--- config.mk ---
export PLATFORM = sky130hd
export DESIGN_NAME = readout_scheduler
export DESIGN_NICKNAME = d
export VERILOG_FILES = /design/src/rtl/readout_scheduler.sv
export SDC_FILE = /design/constraint.sdc
export NUM_CORES = 1
export LEC_CHECK = 0
export CAP_MARGIN = 20
export CORE_MARGIN = 3
export CORE_UTILIZATION = 50
export CTS_CLUSTER_DIAMETER = 60
export CTS_CLUSTER_SIZE = 14
export DETAILED_ROUTE_END_ITERATION = 10
export PLACE_DENSITY = 0.78
export SYNTH_ARGS = -nofsm -noshare
export SYNTH_HDL_FRONTEND = slang
export SYNTH_SLANG_ARGS = --single-unit
export TNS_END_PERCENT = 30
--- constraint.sdc ---
create_clock -name clk -period 5 [get_ports clk]
set_input_delay 1 -clock clk [delete_from_list [all_inputs] [get_ports clk]]
set_output_delay 1 -clock clk [all_outputs]
set_load 0.02 [all_outputs]
--- src/rtl/readout_scheduler.sv ---
// Frame-level readout sequencer: walks the enabled channels of a latched mask,
// pulses a parallel load per channel, shifts WORD_W bits under tx_ready, then clears.
module readout_scheduler #(
  parameter int NUM_CH = 16,
  parameter int SEL_W  = 4,
  parameter int WORD_W = 12
) (
  input  logic              clk,
  input  logic              reset,
  input  logic              ovf,
  input  logic [NUM_CH-1:0] ch_mask,
  input  logic              tx_ready,
  input  logic              overrun_clr,
  output logic [SEL_W-1:0]  selection,
  output logic              SL,
  output logic              shift_en,
  output logic [3:0]        bit_idx,
  output logic              rst,
  output logic              frame_busy,
  output logic              overrun,
  output logic [7:0]        frame_cnt
);

  typedef enum logic [2:0] {
    S_IDLE  = 3'd0,
    S_LOAD  = 3'd1,
    S_SHIFT = 3'd2,
    S_NEXT  = 3'd3,
    S_CLEAR = 3'd4
  } state_t;

  localparam logic [3:0] LAST_BIT = 4'(WORD_W - 1);

  state_t            r_state;
  logic [NUM_CH-1:0] r_mask;
  logic [SEL_W-1:0]  r_sel;
  logic [3:0]        r_bit;
  logic              r_ovr;
  logic [7:0]        r_cnt;

  logic              w_first_hit;
  logic [SEL_W-1:0]  w_first_idx;
  logic              w_next_hit;
  logic [SEL_W-1:0]  w_next_idx;

  // Downward scans so the last assignment wins, leaving the lowest qualifying index.
  always_comb begin
    w_first_hit = 1'b0;
    w_first_idx = '0;
    w_next_hit  = 1'b0;
    w_next_idx  = '0;
    for (int i = NUM_CH - 1; i >= 0; i--) begin
      if (ch_mask[i]) begin
        w_first_hit = 1'b1;
        w_first_idx = SEL_W'(i);
      end
      if (r_mask[i] && (SEL_W'(i) > r_sel)) begin
        w_next_hit = 1'b1;
        w_next_idx = SEL_W'(i);
      end
    end
  end

  always_ff @(posedge clk) begin
    if (reset) begin
      r_state <= S_IDLE;
      r_mask  <= '0;
      r_sel   <= '0;
      r_bit   <= '0;
      r_ovr   <= 1'b0;
      r_cnt   <= '0;
    end else begin
      // A tick outside IDLE only flags overrun; the set has priority over the clear.
      if (ovf && (r_state != S_IDLE)) begin
        r_ovr <= 1'b1;
      end else if (overrun_clr) begin
        r_ovr <= 1'b0;
      end

      case (r_state)
        S_IDLE: begin
          if (ovf) begin
            r_mask <= ch_mask;
            if (w_first_hit) begin
              r_sel   <= w_first_idx;
              r_state <= S_LOAD;
            end else begin
              r_state <= S_CLEAR;
            end
          end
        end
        S_LOAD: begin
          r_bit   <= '0;
          r_state <= S_SHIFT;
        end
        S_SHIFT: begin
          if (tx_ready) begin
            if (r_bit == LAST_BIT) begin
              r_bit   <= '0;
              r_state <= S_NEXT;
            end else begin
              r_bit <= r_bit + 4'd1;
            end
          end
        end
        S_NEXT: begin
          if (w_next_hit) begin
            r_sel   <= w_next_idx;
            r_state <= S_LOAD;
          end else begin
            r_sel   <= '0;
            r_state <= S_CLEAR;
          end
        end
        S_CLEAR: begin
          r_cnt   <= r_cnt + 8'd1;
          r_state <= S_IDLE;
        end
        default: r_state <= S_IDLE;
      endcase
    end
  end

  assign selection  = r_sel;
  assign bit_idx    = r_bit;
  assign overrun    = r_ovr;
  assign frame_cnt  = r_cnt;
  assign SL         = (r_state == S_LOAD);
  assign rst        = (r_state == S_CLEAR);
  assign frame_busy = (r_state != S_IDLE);
  assign shift_en   = (r_state == S_SHIFT) && tx_ready;

endmodule

==> metrics.cfg, run 1 <==
[synthesis]
ys.warnings.count=0
synth_top_cell_by_area=dfxtp_1
synth_cell_types=57
yosysMostFrequentCell=nand2_1
ys_seq_elements=35
synth-edff-count=0
syn_inst=273
synthFlopType=dfxtp_1
synth_common_cells=nand2_1 (47), dfxtp_1 (35), nor2_1 (33), a21oi_1 (22), nand3_1 (9)
synth_top_area_share=0.3392
avgSynthCellArea_sq_um=7.567
synth.cell_area_sq_um=2066
async_flop_share=0
yosysSeqAreaShare=0.3392
synth_nets=296
synth_area_leaders=dfxtp_1 (34%), nand2_1 (8.5%), nor2_1 (6.0%), a21oi_1 (5.3%), xor2_1 (3.0%)

[route]
num_vias=2000
wl_per_cell_um=14.04
drc=0
dr.first_iter.drc_count=109
dr.pass1.iters=4
wl_um=4983
vias_per_cell=5.634
final_antenna_net_count=0

[timing]
report.final.slew_viol_count=0
fmax_ghz=0.3112
setup_ws_ns=1.787
post-route-min-period_ns=3.213
worst_pin_slew_ns=0.7285
final.setup.tns_ns=0
post-route-period-util=0.6426
fin_skew_ns=0.007757
rsz0062_at_grt=false
setup_violations=0
hold_violations=0
slew_headroom=0.5133
hold_slack_ns=0.4710

[layout]
n_antenna_cell=0
drive_gt1_frac=0.06189
final_core_util=0.6733
fin_area_sq_um=2576
nFillCells=335
nNetsFinal=329
final_cells=355
area_growth_pct=24.71

[placed_design]
dp_slack_ns=1.774
post-place-cells=346
hpwl_um=3618
port_buffers=41
gp_congestion=0.8168
place_area_sq_um=2449

[run]
drv_cap=0

[grt]
grt_pass1_vias=1805
grt_usage=0.2138
gr-total-overflow=0
grt_pass1_wl_um=8611
antenna_found_initial=0
grt_max_degree=33

[floorplan]
ios=42
die_h_um=70.28
die-area_sq_um=4939
rows=22
fp.dieW_um=70.28
initial_utilization=0.5399
coreArea_sq_um=3826

[clock_tree]
h-tree-depth=2
clk_pin_slew_ns=0.07
cts_setup_buffers=0
clock_path_buffers=2
cts_resized=0
clk_latency_ns=0.29
cts_sinks=35
cts_tree=done
root_buffer=clkbuf_8
holdBufCountCts=0
cts_buffers=5

[min_path]
hp-class=reg -> reg
whs_path_depth=2

[setup_path]
crit_family=buffers and inverters
crit_cells=3
cp_max_fo=2
crit_slowest_cell=clkdlybuf4s50_1
crit_arrival_ns=2.21
path_class=in -> out
cp_cell_sequence=clkdlybuf4s50_1 > and2_1 > clkdlybuf4s50_1
startpoint_type=input pin
r2r_cells=6
crit_buf_inv=2
cp_slowest_stage_delay_ns=0.60
crit_top_cell=clkdlybuf4s50_1
cp.required_ns=4.00
end_kind=primary output

[power_and_ir_drop]
p_leak_nw=0.9279
ir_worst_vdd_v=0.0001683
power_mw=0.7939
p_per_area_nw_per_um2=308.2

[status]
outcome=complete, no violations

[layout by cell type (no fill, tap or decap), types with 4 or more instances in the layout]
cell type / Yosys / routed
nand2_1: 47 / 47
nor3_1: 6 / 6
o31ai_1: 5 / 5
a211oi_1: 5 / 5
clkdlybuf4s50_1: 0 / 41
clkbuf_8: 0 / 7
nand2b_1: 5 / 5
xnor2_1: 4 / 4
nor2b_1: 5 / 5
o21ai_0: 8 / 8
nand3_1: 9 / 9
dfxtp_1: 35 / 35
a21oi_1: 22 / 22
xor2_1: 7 / 7
nor2_1: 33 / 33
inv_1: 6 / 6
[state kept, by name, indices dropped and copies added (netlist names)]
name	count
r_mask	15
frame_cnt	8
bit_idx	4
selection	4
r_state	3
overrun	1
[logic make-up (layout without fill, tap and decap cells)]
logic type	count (synthesis)	in the layout	share of synthesized area
buffers and inverters	23	57	0.05511
adder cells (fa/ha/maj)	2	2	0.01211
AND/OR/NAND/NOR	130	130	0.3071
multiplexers	2	2	0.009691
XOR/XNOR	11	11	0.04664
flip-flops	35	35	0.3392
AO/OA/AOI/OAI	70	70	0.2302
[power breakdown]
group | internal [mW] | switching (mW)
combinational | 0.105 | 0.121
clock | 0.126 | 0.0987
sequential | 0.301 | 0.0436
total | 0.531 | 0.263
[worst min-delay path: cells and delay by family (launching register included)]
| family | cells | cell delay, ns |
|---|---|---|
| AND/OR/NAND/NOR | 1 | 0.06 |
| flip-flops | 1 | 0.32 |
| AO/OA/AOI/OAI | 1 | 0.05 |
[area by class of cell]
class | count | area [sq um] | share of cell area
clock buffer | 8 | 100.1 | 0.03885
inverter | 7 | 26.28 | 0.01020
multi-input combinational | 215 | 1251 | 0.4857
sequential | 35 | 700.7 | 0.2720
tap | 48 | 60.06 | 0.02331
timing repair buffer | 42 | 437.9 | 0.1700
[worst paths after layout]
kind	end	slack, ns	start
max	shift_en	1.79	tx_ready
min	r_mask[12]	0.47	r_mask[12]
max reg2reg	selection[0]	2.67	selection[1]
min reg2reg	r_mask[12]	0.47	r_mask[12]
[per-layer routing]
layer / up-vias / routed length [um] / global-route usage
li1: 1022 / - / -
met2: 62 / 2190 / 0.3243
met3: 5 / 353 / 0.04029
met4: 0 / 51 / 0.05106
met5: - / 0 / 0
met1: 911 / 2388 / 0.3107
No activity file was read; power rests on OpenSTA's default activity.
==> run 2: changes to the inputs <==
--- a/config.mk
+++ b/config.mk
@@ -7,11 +7,11 @@
 export LEC_CHECK = 0
 export CAP_MARGIN = 20
 export CORE_MARGIN = 3
-export CORE_UTILIZATION = 50
+export CORE_UTILIZATION = 46
 export CTS_CLUSTER_DIAMETER = 60
 export CTS_CLUSTER_SIZE = 14
 export DETAILED_ROUTE_END_ITERATION = 10
-export PLACE_DENSITY = 0.78
+export PLACE_DENSITY = 0.76
 export SYNTH_ARGS = -nofsm -noshare
 export SYNTH_HDL_FRONTEND = slang
 export SYNTH_SLANG_ARGS = --single-unit
==> constraint.sdc (replaced) <==
create_clock -name clk -period 2.86 [get_ports clk]
set_input_delay 0.572 -clock clk [delete_from_list [all_inputs] [get_ports clk]]
set_output_delay 0.572 -clock clk [all_outputs]
set_load 0.02 [all_outputs]
==> run 2 against run 1 <==
Net effect: die area up 7.9%; clock-buffer cell count down 1; clock power up 77%; wire length up 2.5%; largest power group unchanged; critical endpoint unchanged.
==> metrics.cfg, run 2 (synthesized netlist as in run 1, its figures left out) <==
[status]
outcome=complete, no violations

[clock_tree]
cts_buffers=5  ; unchanged
clk_pin_slew_ns=0.07  ; about the same
holdBufCountCts=0  ; unchanged
cts_sinks=35  ; unchanged
cts_tree=done
clk_latency_ns=0.29  ; about the same
cts_resized=0  ; unchanged
h-tree-depth=2  ; unchanged
cts_setup_buffers=0  ; unchanged
root_buffer=clkbuf_8
clock_path_buffers=2  ; unchanged

[power_and_ir_drop]
power_mw=1.394  ; +76%
p_leak_nw=0.9244  ; -0.38%
p_per_area_nw_per_um2=542.4  ; +76%
ir_worst_vdd_v=0.0003283  ; +95%

[timing]
hold_slack_ns=0.4704  ; -0.0005100 ns
worst_pin_slew_ns=0.6403  ; -0.08825 ns
post-route-min-period_ns=2.492
slew_headroom=0.5726  ; +0.05930
hold_violations=0  ; unchanged
rsz0062_at_grt=false
setup_violations=0  ; unchanged
fmax_ghz=0.4013
post-route-period-util=0.8713
fin_skew_ns=0.005828  ; -0.001929 ns
setup_ws_ns=0.3680  ; -1.419 ns
report.final.slew_viol_count=0  ; unchanged
final.setup.tns_ns=0  ; unchanged

[placed_design]
port_buffers=41  ; unchanged
hpwl_um=3756  ; +3.8%
post-place-cells=350  ; +1.2%
place_area_sq_um=2466  ; +0.72%
dp_slack_ns=0.2430  ; -1.531 ns
gp_congestion=0.8271  ; +1.3%

[route]
wl_um=5107  ; +2.5%
num_vias=1997  ; -0.15%
final_antenna_net_count=0  ; unchanged
dr.first_iter.drc_count=193  ; +77%
drc=0  ; unchanged
wl_per_cell_um=14.27  ; +1.6%
vias_per_cell=5.578  ; -0.99%
dr.pass1.iters=4  ; unchanged

[floorplan]
die-area_sq_um=5330  ; +7.9%
coreArea_sq_um=4173  ; +9.1%
rows=23  ; +4.5%
ios=42  ; unchanged
initial_utilization=0.4951  ; -0.04484
fp.dieW_um=73.01  ; +3.9%
die_h_um=73.01  ; +3.9%

[layout]
fin_area_sq_um=2570  ; -0.24%
drive_gt1_frac=0.06818  ; +0.006293
area_growth_pct=24.41
final_core_util=0.6159  ; -0.05742
n_antenna_cell=0  ; unchanged
nNetsFinal=330  ; +0.30%
largest_reg_flops=15  ; unchanged
final_cells=358  ; +0.85%
most-common-layout-cells=nand2_1 (47), clkdlybuf4s50_1 (41), dfxtp_1 (35)
regMostFlops=r_mask
final_common_cell=nand2_1

[grt]
gr-total-overflow=0  ; unchanged
grt_max_degree=29  ; -12%
antenna_found_initial=0  ; unchanged
grt.busiest_layer=met2
met1_usage=0.3007  ; -0.01006
grt_pass1_wl_um=8618  ; about the same
grtUsageMet3=0.04408  ; +0.003789
grt_pass1_vias=1842  ; +2.0%
use_met2=0.3069  ; -0.01747
grt_usage=0.2049  ; -0.008930

[min_path]
whs_endpoint=r_mask[10]
min_from=r_mask[10]
hp-class=reg -> reg
whs_path_depth=2  ; unchanged

[setup_path]
rrSetupSlack_ns=0.58  ; -2.09 ns
crit_buf_inv=1  ; -1
cp.required_ns=2.29  ; -1.71 ns
r2r_cells=6  ; unchanged
path_class=reg -> out
startpoint_type=flip-flop
r2r-start=selection[3]
crit_family=buffers and inverters
r2r-end=selection[0]
cp_slowest_stage_delay_ns=0.60  ; about the same
crit_arrival_ns=1.92  ; -0.29 ns
end_kind=primary output
crit_slowest_cell=clkdlybuf4s50_1
cp_cell_sequence=nor3b_1 > and2_1 > clkdlybuf4s50_1
cp_max_fo=11  ; +9

[run]
drv_cap=0  ; unchanged

[run 2: changes by cell type in the layout (fill, tap and decap cells not counted)]
| cell | change |
|---|---|
| buf_4 | +2 |
| buf_16 | -1 |
| clkbuf_1 | -1 |
| clkinvlp_4 | +1 |
[run 2: worst register-to-register path: stages, from the launching register on]
cell and delay (ns):
dfxtp_1 0.51, a21boi_1 0.28, a2bb2oi_1 0.33, nor4b_2 0.11, nand3_1 0.19, or4b_1 0.49, a311oi_1 0.27
[run 2: worst max path at each step]
stage / to / cells past startpoint / start / slack, ns
final: shift_en / 3 / r_state[1] / 0.37
after global routing: shift_en / 3 / r_state[1] / 0.18
after CTS: shift_en / 3 / r_state[1] / 0.35
after detailed placement: selection[1] / 6 / ch_mask[5] / 0.24
after global placement: selection[0] / 6 / ch_mask[5] / 0.32
after floorplan: selection[0] / 7 / selection[1] / 0.93
[run 2: layer usage]
layer | share of wire | routed length, um
met4 | 0.0086 | 44
met3 | 0.067 | 343
met2 | 0.45 | 2283
met1 | 0.48 | 2436
met5 | 0 | 0
[run 2: power breakdown]
part           total [mW]  internal, mW  switching (mW)
clock               0.397         0.219           0.178
sequential          0.603         0.525          0.0774
combinational       0.394         0.181           0.213
[run 2: area by class of cell]
cell class	count	area, sq um
tap	50	62.56
clock buffer	7	96.34
timing repair buffer	43	425.4
sequential	35	700.7
inverter	7	26.28
clock inverter	1	7.507
multi-input combinational	215	1251
fill	392	1603
==> run 3: changes to the inputs <==
--- a/config.mk
+++ b/config.mk
@@ -11,7 +11,8 @@
 export CTS_CLUSTER_DIAMETER = 60
 export CTS_CLUSTER_SIZE = 14
 export DETAILED_ROUTE_END_ITERATION = 10
-export PLACE_DENSITY = 0.76
+export PLACE_DENSITY = 0.81
+export REMOVE_ABC_BUFFERS = 1
 export SYNTH_ARGS = -nofsm -noshare
 export SYNTH_HDL_FRONTEND = slang
 export SYNTH_SLANG_ARGS = --single-unit
==> run 3 against run 2 <==
Net effect: wire length decreased by 1.1%; combinational power about the same; register-to-register slack about the same; cell area decreased by 0.78%; critical path type unchanged.
==> metrics.cfg, run 3 (synthesized netlist as in run 1, its figures left out) <==
[layout]
final_common_cell=nand2_1
final_core_util=0.6111  ; -0.004798
fin_area_sq_um=2550  ; -0.78%
n_antenna_cell=0  ; unchanged
largest_reg_flops=15  ; unchanged
most-common-layout-cells=nand2_1 (47), clkdlybuf4s50_1 (41), dfxtp_1 (35)
area_growth_pct=23.44
nNetsFinal=330  ; unchanged
drive_gt1_frac=0.06818  ; unchanged
regMostFlops=r_mask

[timing]
post-route-min-period_ns=2.518  ; +0.02591 ns
fin_skew_ns=0.004779  ; -0.001049 ns
post-route-period-util=0.8804  ; +0.009058
final.setup.tns_ns=0  ; unchanged
setup_violations=0  ; unchanged
worst_pin_slew_ns=0.6279  ; -0.01234 ns
slew_headroom=0.5808  ; +0.008241
hold_slack_ns=0.4665  ; -0.003941 ns
report.final.slew_viol_count=0  ; unchanged
rsz0062_at_grt=false
fmax_ghz=0.3972  ; -1.0%
hold_violations=0  ; unchanged

[setup_path]
path_class=reg -> out
r2r-start=selection[0]
startpoint_type=flip-flop
cp_max_fo=11  ; unchanged
crit_arrival_ns=1.95  ; +0.03 ns
end_kind=primary output
cp_cell_sequence=nor3b_1 > and2_1 > clkdlybuf4s50_1
cp_slowest_stage_delay_ns=0.60  ; about the same
crit_slowest_cell=clkdlybuf4s50_1
cp.required_ns=2.29  ; about the same
crit_start=r_state[1]

[power_and_ir_drop]
p_leak_nw=0.9216  ; -0.30%
ir_worst_vdd_v=0.0002795  ; -15%
p_per_area_nw_per_um2=526.1  ; -3.0%
power_mw=1.342  ; -3.8%

[floorplan]
die-area_sq_um=5330  ; unchanged
die_h_um=73.01  ; unchanged
coreArea_sq_um=4173  ; unchanged
initial_utilization=0.4951  ; unchanged
rows=23  ; unchanged
ios=42  ; unchanged
fp.dieW_um=73.01  ; unchanged

[min_path]
min_from=r_mask[10]
hp-class=reg -> reg

[grt]
grt_max_degree=20  ; -31%
grt_usage=0.1979  ; -0.007022
grt_pass1_vias=1737  ; -5.7%
antenna_found_initial=0  ; unchanged
gr-total-overflow=0  ; unchanged
grt_pass1_wl_um=8176  ; -5.1%

[clock_tree]
cts_resized=0  ; unchanged
cts_setup_buffers=0  ; unchanged
clk_latency_ns=0.29  ; about the same
root_buffer=clkbuf_8
cts_tree=done
h-tree-depth=2  ; unchanged
clk_pin_slew_ns=0.07  ; about the same
holdBufCountCts=0  ; unchanged
cts_sinks=35  ; unchanged
cts_buffers=5  ; unchanged
clock_path_buffers=2  ; unchanged

[placed_design]
gp_congestion=0.8812  ; +6.5%
port_buffers=41  ; unchanged
place_area_sq_um=2466  ; unchanged
hpwl_um=3777  ; +0.56%

[route]
dr.pass1.iters=4  ; unchanged
dr.first_iter.drc_count=198  ; +2.6%
vias_per_cell=5.735  ; +2.8%
num_vias=2053  ; +2.8%
wl_um=5050  ; -1.1%
final_antenna_net_count=0  ; unchanged
drc=0  ; unchanged
wl_per_cell_um=14.11  ; -1.1%

[status]
outcome=complete, no violations

[run]
drv_cap=0  ; unchanged

## run 3: cell count changes in the layout (fill, tap and decap cells not counted)
cell,before,now
clkinv_2,0,3
clkbuf_8,7,5
clkinvlp_4,1,0
## run 3: worst paths after layout
check	to	slack [ns]	depth (start not counted)
hold reg to reg	r_mask[10]	0.47	2
setup reg to reg	selection[0]	0.58	6
setup / recovery	shift_en	0.34	3
hold / removal	r_mask[10]	0.47	2
## run 3: worst max-delay path: cells and delay by family, from the launching register on
| family | cells | cell delay (ns) |
|---|---|---|
| buffers and inverters | 1 | 0.60 |
| flip-flops | 1 | 0.51 |
| AND/OR/NAND/NOR | 2 | 0.54 |
## run 3: layer usage
| layer | vias to the layer above | global-route usage | share of wire |
|---|---|---|---|
| met1 | 961 | 0.2750 | 0.48 |
| met2 | 61 | 0.3019 | 0.45 |
| met4 | 0 | 0.06967 | 0.012 |
| met5 | - | 0 | 0 |
| li1 | 1025 | - | - |
| met3 | 6 | 0.04132 | 0.058 |
## run 3: power breakdown
part / total (mW) / switching [mW] / internal (mW)
combinational: 0.396 / 0.215 / 0.181
clock: 0.345 / 0.178 / 0.166
sequential: 0.601 / 0.0759 / 0.525
## run 3: cell type report
class	count	area, sq um
Sequential cell	35	700.7
Inverter	7	26.28
Multi-Input combinational cell	215	1251
Clock inverter	3	15.01
Clock buffer	5	68.82
Fill cell	376	1623
Tap cell	50	62.56
Timing Repair Buffer	43	425.4
## run 3: per-stage QoR
step | setup slack [ns] | cells
after floorplan | 0.8120 | 257
after global placement | 0.3080 | 350
after detailed placement | 0.1512 | 350
after CTS | 0.3501 | 358
after global routing | 0.1861 | 358
final | 0.3421 | 358
